### src/rtl/instr_encoder.sv
// instr_encoder: packs decoded instruction fields into a 32-bit word
// (bc[31:30], ct[29], opcode[28:24], payload[23:0]), rejects illegal
// field sets and buffers legal words in a small output FIFO.
module instr_encoder #(
    parameter int unsigned FIFO_DEPTH = 4,
    parameter int unsigned ALU_OP_MAX = 8,
    parameter int unsigned CNT_W      = 16
) (
    input  logic             clk,
    input  logic             rst,
    input  logic             in_valid,
    output logic             in_ready,
    input  logic [1:0]       in_bc,
    input  logic             in_ct,
    input  logic [4:0]       in_opcode,
    input  logic [4:0]       in_rd,
    input  logic [4:0]       in_rs1,
    input  logic [4:0]       in_rs2,
    input  logic [13:0]      in_imm,
    input  logic [18:0]      in_jimm,
    input  logic [23:0]      in_sysop,
    output logic             out_valid,
    input  logic             out_ready,
    output logic [31:0]      out_instr,
    output logic             err_illegal,
    output logic [CNT_W-1:0] enc_count,
    output logic [7:0]       err_count
);

    localparam int unsigned AW      = $clog2(FIFO_DEPTH);
    localparam logic [AW:0] PTR_INC = {{AW{1'b0}}, 1'b1};
    localparam logic [4:0]  ALU_MAX = 5'(ALU_OP_MAX);

    // Build the payload from the field set selected by {bc,ct}.
    function automatic logic [23:0] pack_payload(
        input logic [2:0]  cls,
        input logic [4:0]  rd,
        input logic [4:0]  rs1,
        input logic [4:0]  rs2,
        input logic [13:0] imm,
        input logic [18:0] jimm,
        input logic [23:0] sysop
    );
        logic [23:0] p;
        case (cls)
            3'b000:          p = {rd, rs1, rs2, 9'd0};
            3'b001, 3'b010:  p = {rd, rs1, imm};
            3'b011, 3'b100:  p = {rs2, rs1, imm};
            3'b101:          p = {rd, jimm};
            3'b110:          p = sysop;
            default:         p = 24'd0;
        endcase
        return p;
    endfunction

    logic [AW:0]      wr_ptr_q, wr_ptr_d;
    logic [AW:0]      rd_ptr_q, rd_ptr_d;
    logic [31:0]      mem_q [FIFO_DEPTH];
    logic             err_illegal_q;
    logic [CNT_W-1:0] enc_count_q;
    logic [7:0]       err_count_q;

    logic             full_s;
    logic             empty_s;
    logic             illegal_s;
    logic             accept_s;
    logic             push_s;
    logic             pop_s;
    logic [31:0]      word_s;

    assign full_s  = (wr_ptr_q[AW] != rd_ptr_q[AW]) &&
                     (wr_ptr_q[AW-1:0] == rd_ptr_q[AW-1:0]);
    assign empty_s = (wr_ptr_q == rd_ptr_q);

    assign in_ready    = !full_s;
    assign out_valid   = !empty_s;
    assign err_illegal = err_illegal_q;
    assign enc_count   = enc_count_q;
    assign err_count   = err_count_q;

    // Legality check and word assembly for the presented field set.
    always_comb begin
        illegal_s = 1'b0;
        if ((in_bc == 2'b00) && (in_opcode > ALU_MAX)) begin
            illegal_s = 1'b1;
        end else if ({in_bc, in_ct} == 3'b111) begin
            illegal_s = 1'b1;
        end else begin
            illegal_s = 1'b0;
        end
        word_s = {in_bc, in_ct, in_opcode,
                  pack_payload({in_bc, in_ct}, in_rd, in_rs1, in_rs2,
                               in_imm, in_jimm, in_sysop)};
    end

    assign accept_s = in_valid && !full_s;
    assign push_s   = accept_s && !illegal_s;
    assign pop_s    = !empty_s && out_ready;

    // Next pointer values; each advances independently so push+pop keeps occupancy.
    always_comb begin
        wr_ptr_d = wr_ptr_q;
        rd_ptr_d = rd_ptr_q;
        if (push_s) begin
            wr_ptr_d = wr_ptr_q + PTR_INC;
        end else begin
            wr_ptr_d = wr_ptr_q;
        end
        if (pop_s) begin
            rd_ptr_d = rd_ptr_q + PTR_INC;
        end else begin
            rd_ptr_d = rd_ptr_q;
        end
    end

    // Head of the FIFO is driven from storage only; zero when nothing is buffered.
    always_comb begin
        out_instr = 32'd0;
        if (empty_s) begin
            out_instr = 32'd0;
        end else begin
            out_instr = mem_q[rd_ptr_q[AW-1:0]];
        end
    end

    // Pointer, error pulse and counter state.
    always_ff @(posedge clk or posedge rst) begin
        if (rst) begin
            wr_ptr_q      <= '0;
            rd_ptr_q      <= '0;
            err_illegal_q <= 1'b0;
            enc_count_q   <= '0;
            err_count_q   <= 8'd0;
        end else begin
            wr_ptr_q      <= wr_ptr_d;
            rd_ptr_q      <= rd_ptr_d;
            err_illegal_q <= accept_s && illegal_s;
            if (push_s) begin
                enc_count_q <= enc_count_q + CNT_W'(1);
            end
            if (accept_s && illegal_s && (err_count_q != 8'hFF)) begin
                err_count_q <= err_count_q + 8'd1;
            end
        end
    end

    // FIFO storage; cleared on reset so stale words can never resurface.
    always_ff @(posedge clk or posedge rst) begin
        if (rst) begin
            for (int i = 0; i < int'(FIFO_DEPTH); i++) begin
                mem_q[i] <= 32'd0;
            end
        end else if (push_s) begin
            mem_q[wr_ptr_q[AW-1:0]] <= word_s;
        end
    end

endmodule

### config.mk
export PLATFORM = sky130hd
export DESIGN_NAME = instr_encoder
export DESIGN_NICKNAME = d
export VERILOG_FILES = /design/src/rtl/instr_encoder.sv
export SDC_FILE = /design/constraint.sdc
export NUM_CORES = 1
export LEC_CHECK = 0
export ABC_AREA = 1
export CORE_ASPECT_RATIO = 1.25
export CORE_MARGIN = 8
export CORE_UTILIZATION = 45
export CTS_BUF_LIST = sky130_fd_sc_hd__clkbuf_8
export DETAILED_ROUTE_END_ITERATION = 6
export PLACE_DENSITY = 0.76
export SLEW_MARGIN = 20
export SYNTH_ARGS = -nofsm -noshare
export SYNTH_HDL_FRONTEND = slang
export SYNTH_SLANG_ARGS = --single-unit
export TNS_END_PERCENT = 100
### constraint.sdc
create_clock -name clk -period 8.55 [get_ports clk]
set_input_delay 0.855 -clock clk [delete_from_list [all_inputs] [get_ports clk]]
set_output_delay 0.855 -clock clk [all_outputs]
set_load 0.03 [all_outputs]
## Word-level counts from Yosys, hierarchy flattened

Cells that the tools add are included.

| word-level totals | value |
|---|---|
| register bits | 159 |
| input bits | 84 |
| logic and storage cells | 55 |

| cells by class | value |
|---|---|
| add/subtract/negate cells | 4 |
| $lt $le $gt $ge | 4 |
| equal/unequal tests | 11 |
| multiplexer cells | 10 |
| bitwise logic cells | 2 |
| reductions and logical operators | 15 |

Operator list:

| kind | count |
|---|---|
| $bwmux 128 | 1 |
| $mux 32 | 4 |
| $pmux 24 s5 | 1 |
| $bmux 32 s2 | 1 |
| $demux 32 s2 | 1 |
| $add 16x1->16 const B | 1 |
| $eq 3x3->1 const B | 4 |
| $add 8x1->8 const B | 1 |
| $logic_and 1x1->1 | 8 |
| $ne 8x8->1 const B | 1 |
| $add 3x1->3 const B | 2 |
| $eq 3x2->1 const B | 2 |
| $ge 3x3->1 const B | 2 |
| $not 2->3 | 2 |
| $gt 5x4->1 const B | 1 |
| $reduce_or 2->1 | 2 |
| $eq 3x1->1 const B | 1 |
| $eq 3x3->1 | 1 |
| $logic_not 1->1 | 3 |
| $logic_not 3->1 | 1 |
| $lt 3x1->1 const B | 1 |
| $eq 2x2->1 | 1 |
| $logic_not 2->1 | 1 |
| $mux 1 | 2 |
| $ne 1x1->1 | 1 |

## Longest topological paths before layout

| logic depth | value |
|---|---|
| depth in word-level cells | 6 |
| gate-level depth with buffers | 11 |

## Worst setup path after synthesis

No wires, ideal clock.

| timing path | value |
|---|---|
| kind | register -> output |
| start | register wr_ptr_q[0] |
| end | output out_instr[22] |
| arrival time | 1.604 ns |
| data required time | 7.695 ns |
| path slack | 6.091 ns |
| cell stages (with the launch flop) | 8 |
| buffers on the path | 1 |
| cell sequence | dfrtp_1 inv_2 nand2_1 nand2_1 nand4_1 clkbuf_1 nand2_1 inv_1 |

| on the way | value |
|---|---|
| longest elaborated chain between the ends | 2 |

RTL lines:

| what | line | text |
|---|---|---|
| from (decl) | 56 | `logic [AW:0] wr_ptr_q, wr_ptr_d;` |
| from (signal assigned) | 135 | `wr_ptr_q <= wr_ptr_d;` |
| $eq 3x3->1 | 73 | `assign empty_s = (wr_ptr_q == rd_ptr_q);` |
| $mux 32 | 119 | `if (empty_s) begin` |
| to (decl) | 24 | `output logic [31:0] out_instr,` |

Every way passes these cells.

## Worst setup path in the final report

| timing path | value |
|---|---|
| start | register rd_ptr_q[0] |
| end | output out_instr[30] |

| on the way | value |
|---|---|
| longest elaborated chain between the ends | 5 |
| elaborated cells between the ends (all ways) | 6 |
| those cells by class | 1 x eq/ne; 4 x mux; 1 x bitwise |

RTL lines:

| what | line | text |
|---|---|---|
| from (decl) | 57 | `logic [AW:0] rd_ptr_q, rd_ptr_d;` |
| from (signal assigned) | 136 | `rd_ptr_q <= rd_ptr_d;` |
| $not 2->3 (not written as such) | 122 | `out_instr = mem_q[rd_ptr_q[AW-1:0]];` |
| $bmux 32 s2 | 122 |  |
| $mux 32 (not written as such) (2 in a row) | 122 |  |
| $mux 32 (*) | 119 |  |

Every way passes the cells marked *; elsewhere a longest branch is shown, timed or not. The select of a mux whose other input is x is not followed.

==> out/metrics.yaml <==
critical_path:
  crit_path_end_kind: "output pin"
  arrival_ns: 3.37
  cp_max_fo: 67
  critPathRequiredTime_ns: 7.70
  crit_start: "rd_ptr_q[0]"
  cp-start-kind: "flip-flop"
  rrSetupSlack_ns: 5.14
  r2r_start: "rd_ptr_q[0]"
  critPathKind: "reg2out"
clock_network:
  clkLatencyLatePin_ns: 0.46
  cts.sinks: 159
  post_cts_resized: 0
  cts_tree: "yes"
  cts_inserted_buffers: 17
  cts_hold_buf: 0
  root_buffer: "clkbuf_8"
  cts.path.max_buffers: 2
  cts.reportedPaths.clkPinSlew_ns: 0.08
  cts.htree.levels: 4
  post_cts_buffers: 0
timing:
  slew_headroom_pct: 35.6
  hold_violations: 0
  period_needed_ns: 4.23
  holdWs_ns: 0.471
  worst_slew_pin_slew_ns: 0.965
  fin_ws_ns: 4.32
  setup_viol: 0
  clock_skew_ns: 0.00533
  rsz0062_at_grt: "no"
  fin_setup_tns_ns: 0
  timing.fmax_ghz: 0.236
  fin_crit_sh_pct: 49.5
  report.final.slew_viol_count: 0
global_route:
  grt_pass1_wl_um: 41300
  track_usage_pct: 21.4
  antenna_found_initial: 0
  grt_max_degree: 119
  grt_pass1_vias: 8100
  grt.overflow.total: 0
layout:
  areaGrowthSynthToFinish_pct: 20.0
  layout_common_cells: "nand2_1, nand3_1, dfrtp_1"
  final_layout_size_suffix_gt1_share_pct: 4.31
  nets: 1378
  fill_cells: 1842
  fin_util_pct: 54.3
  fin_cells: 1537
  fin_area_um2: 10400
  final_common_cell: "nand2_1"
synth:
  yosys_warnings: 0
  yosysUniqueCellTypes: 26
  syn_area_per_cell_um2: 7.29
  synth_top_family_by_area: "simple AND/OR/NAND/NOR gates"
  netlist_top_cells_area: "dfrtp_1, nand2_1, nand3_1"
  synth_top_area_cell: "dfrtp_1"
  synth_seq_cells: 159
  netlist_area_um2: 8690
  synth_compound_area_share_pct: 5.65
  yosys.area.top_type_share_pct: 45.8
  synthSimpleGateAreaFrac_pct: 37.8
  synth_fp_nets: 1282
  synth_fa_ha_area_share_pct: 1.01
  synth_xor_area_share_pct: 1.01
  syn-instance-count: 1191
  ys_seq_area_share_pct: 45.8
  synth_mux_area_share_pct: 0
routing:
  vias: 8262
  wl_per_cell_um: 16.6
  drc: 0
  postRouteAntennaNets: 0
  totalWireLength_um: 25500
  viasPerCell: 5.38
  drt_iter0_drc: 792
  first_pass_iters: 5
floorplan:
  num_io_pins: 143
  dieWidth_um: 140
  start_util_pct: 45.3
  core.rowCount: 57
  coreArea_um2: 19200
  die_area_um2: 24000
  die_h_um: 171
placed_design:
  post_dp_cell_area_um2: 10000
  hpwl_um: 15800
  placedCellCount: 1503
  port_buffers: 142
  pre_cts_ws_ns: 4.24
  place_congestion: 0.837
min_path:
  min_from: "mem_q[57]"
  min_path_type: "reg2reg"
run:
  cap_violations: 0
power_and_ir_drop:
  p_leak_nw: 5.36
  peakVddDrop_uv: 212
  powerDensity_nw_per_um2: 383
  power_mw: 3.99
status:
  outcome: "finished, final reports clean"
-- path summary, 6_finish.rpt --
| check | to | cells after the start |
|---|---|---|
| max | out_instr[30] | 9 |
| min | mem_q[57] | 2 |
| max reg2reg | enc_count[8] | 12 |
| min reg2reg | mem_q[57] | 2 |
| max in group asynchronous | mem_q[54] | 3 |
| min in group asynchronous | mem_q[65] | 2 |
-- flip-flops by register name, indices dropped and copies added, names as in the netlist --
register,count
err_count,8
err_illegal,1
wr_ptr_q,3
mem_q,128
enc_count,16
rd_ptr_q,3
-- critical path: stages (launching register included) --
cell and delay, ns:
dfrtp_2 0.34, buf_4 0.58, inv_2 0.07, nand2_1 0.08
nand2_1 0.06, nand4_1 0.36, buf_4 0.46, nand2_1 0.12
inv_1 0.13, clkdlybuf4s50_1 0.69
-- routing by layer --
layer | routed length (um) | track usage (%)
met4 | 895 | 11.4
met5 | 0 | 0
met1 | 10700 | 26.1
met3 | 1560 | 3.75
met2 | 12400 | 35.9
-- power breakdown --
part,switching (mW),internal [mW]
sequential,0.184,1.06
clock,0.269,0.262
combinational,1.44,0.772
total,1.89,2.10
-- kinds of logic (layout without fill, tap and decap cells) --
kind of cell    after synthesis  after routing
simple gates                789            789
fa+ha+maj                     7              7
xor+xnor                     10             10
other cells                   0              1
flops                       159            159
compound gates               74             74
buf+inv                     152            261
-- cells in the mapped netlist, drive strengths merged --
cell	count
o21ai	40
nand3	180
buf	49
o32ai	32
a21oi	2
nand3b	1
xnor2	3
dfrtp	159
ha	7
clkbuf	27
clkinv	1
nor3	6
nor2	115
inv	75
nand2	475
nand4	12
xor2	7
-- area by class of cell --
type | instances | area (um2) | share of cell area, %
inverters | 76 | 290 | 2.78
clock inverters | 10 | 70.1 | 0.672
clock buffers | 22 | 303 | 2.90
well taps | 236 | 295 | 2.83
diodes | 1 | 2.50 | 0.0240
repair buffers | 153 | 1530 | 14.7
flip-flops and latches | 159 | 3980 | 38.2
multi-input cells | 880 | 3950 | 37.9
No activity file was read; power rests on OpenSTA's default activity.
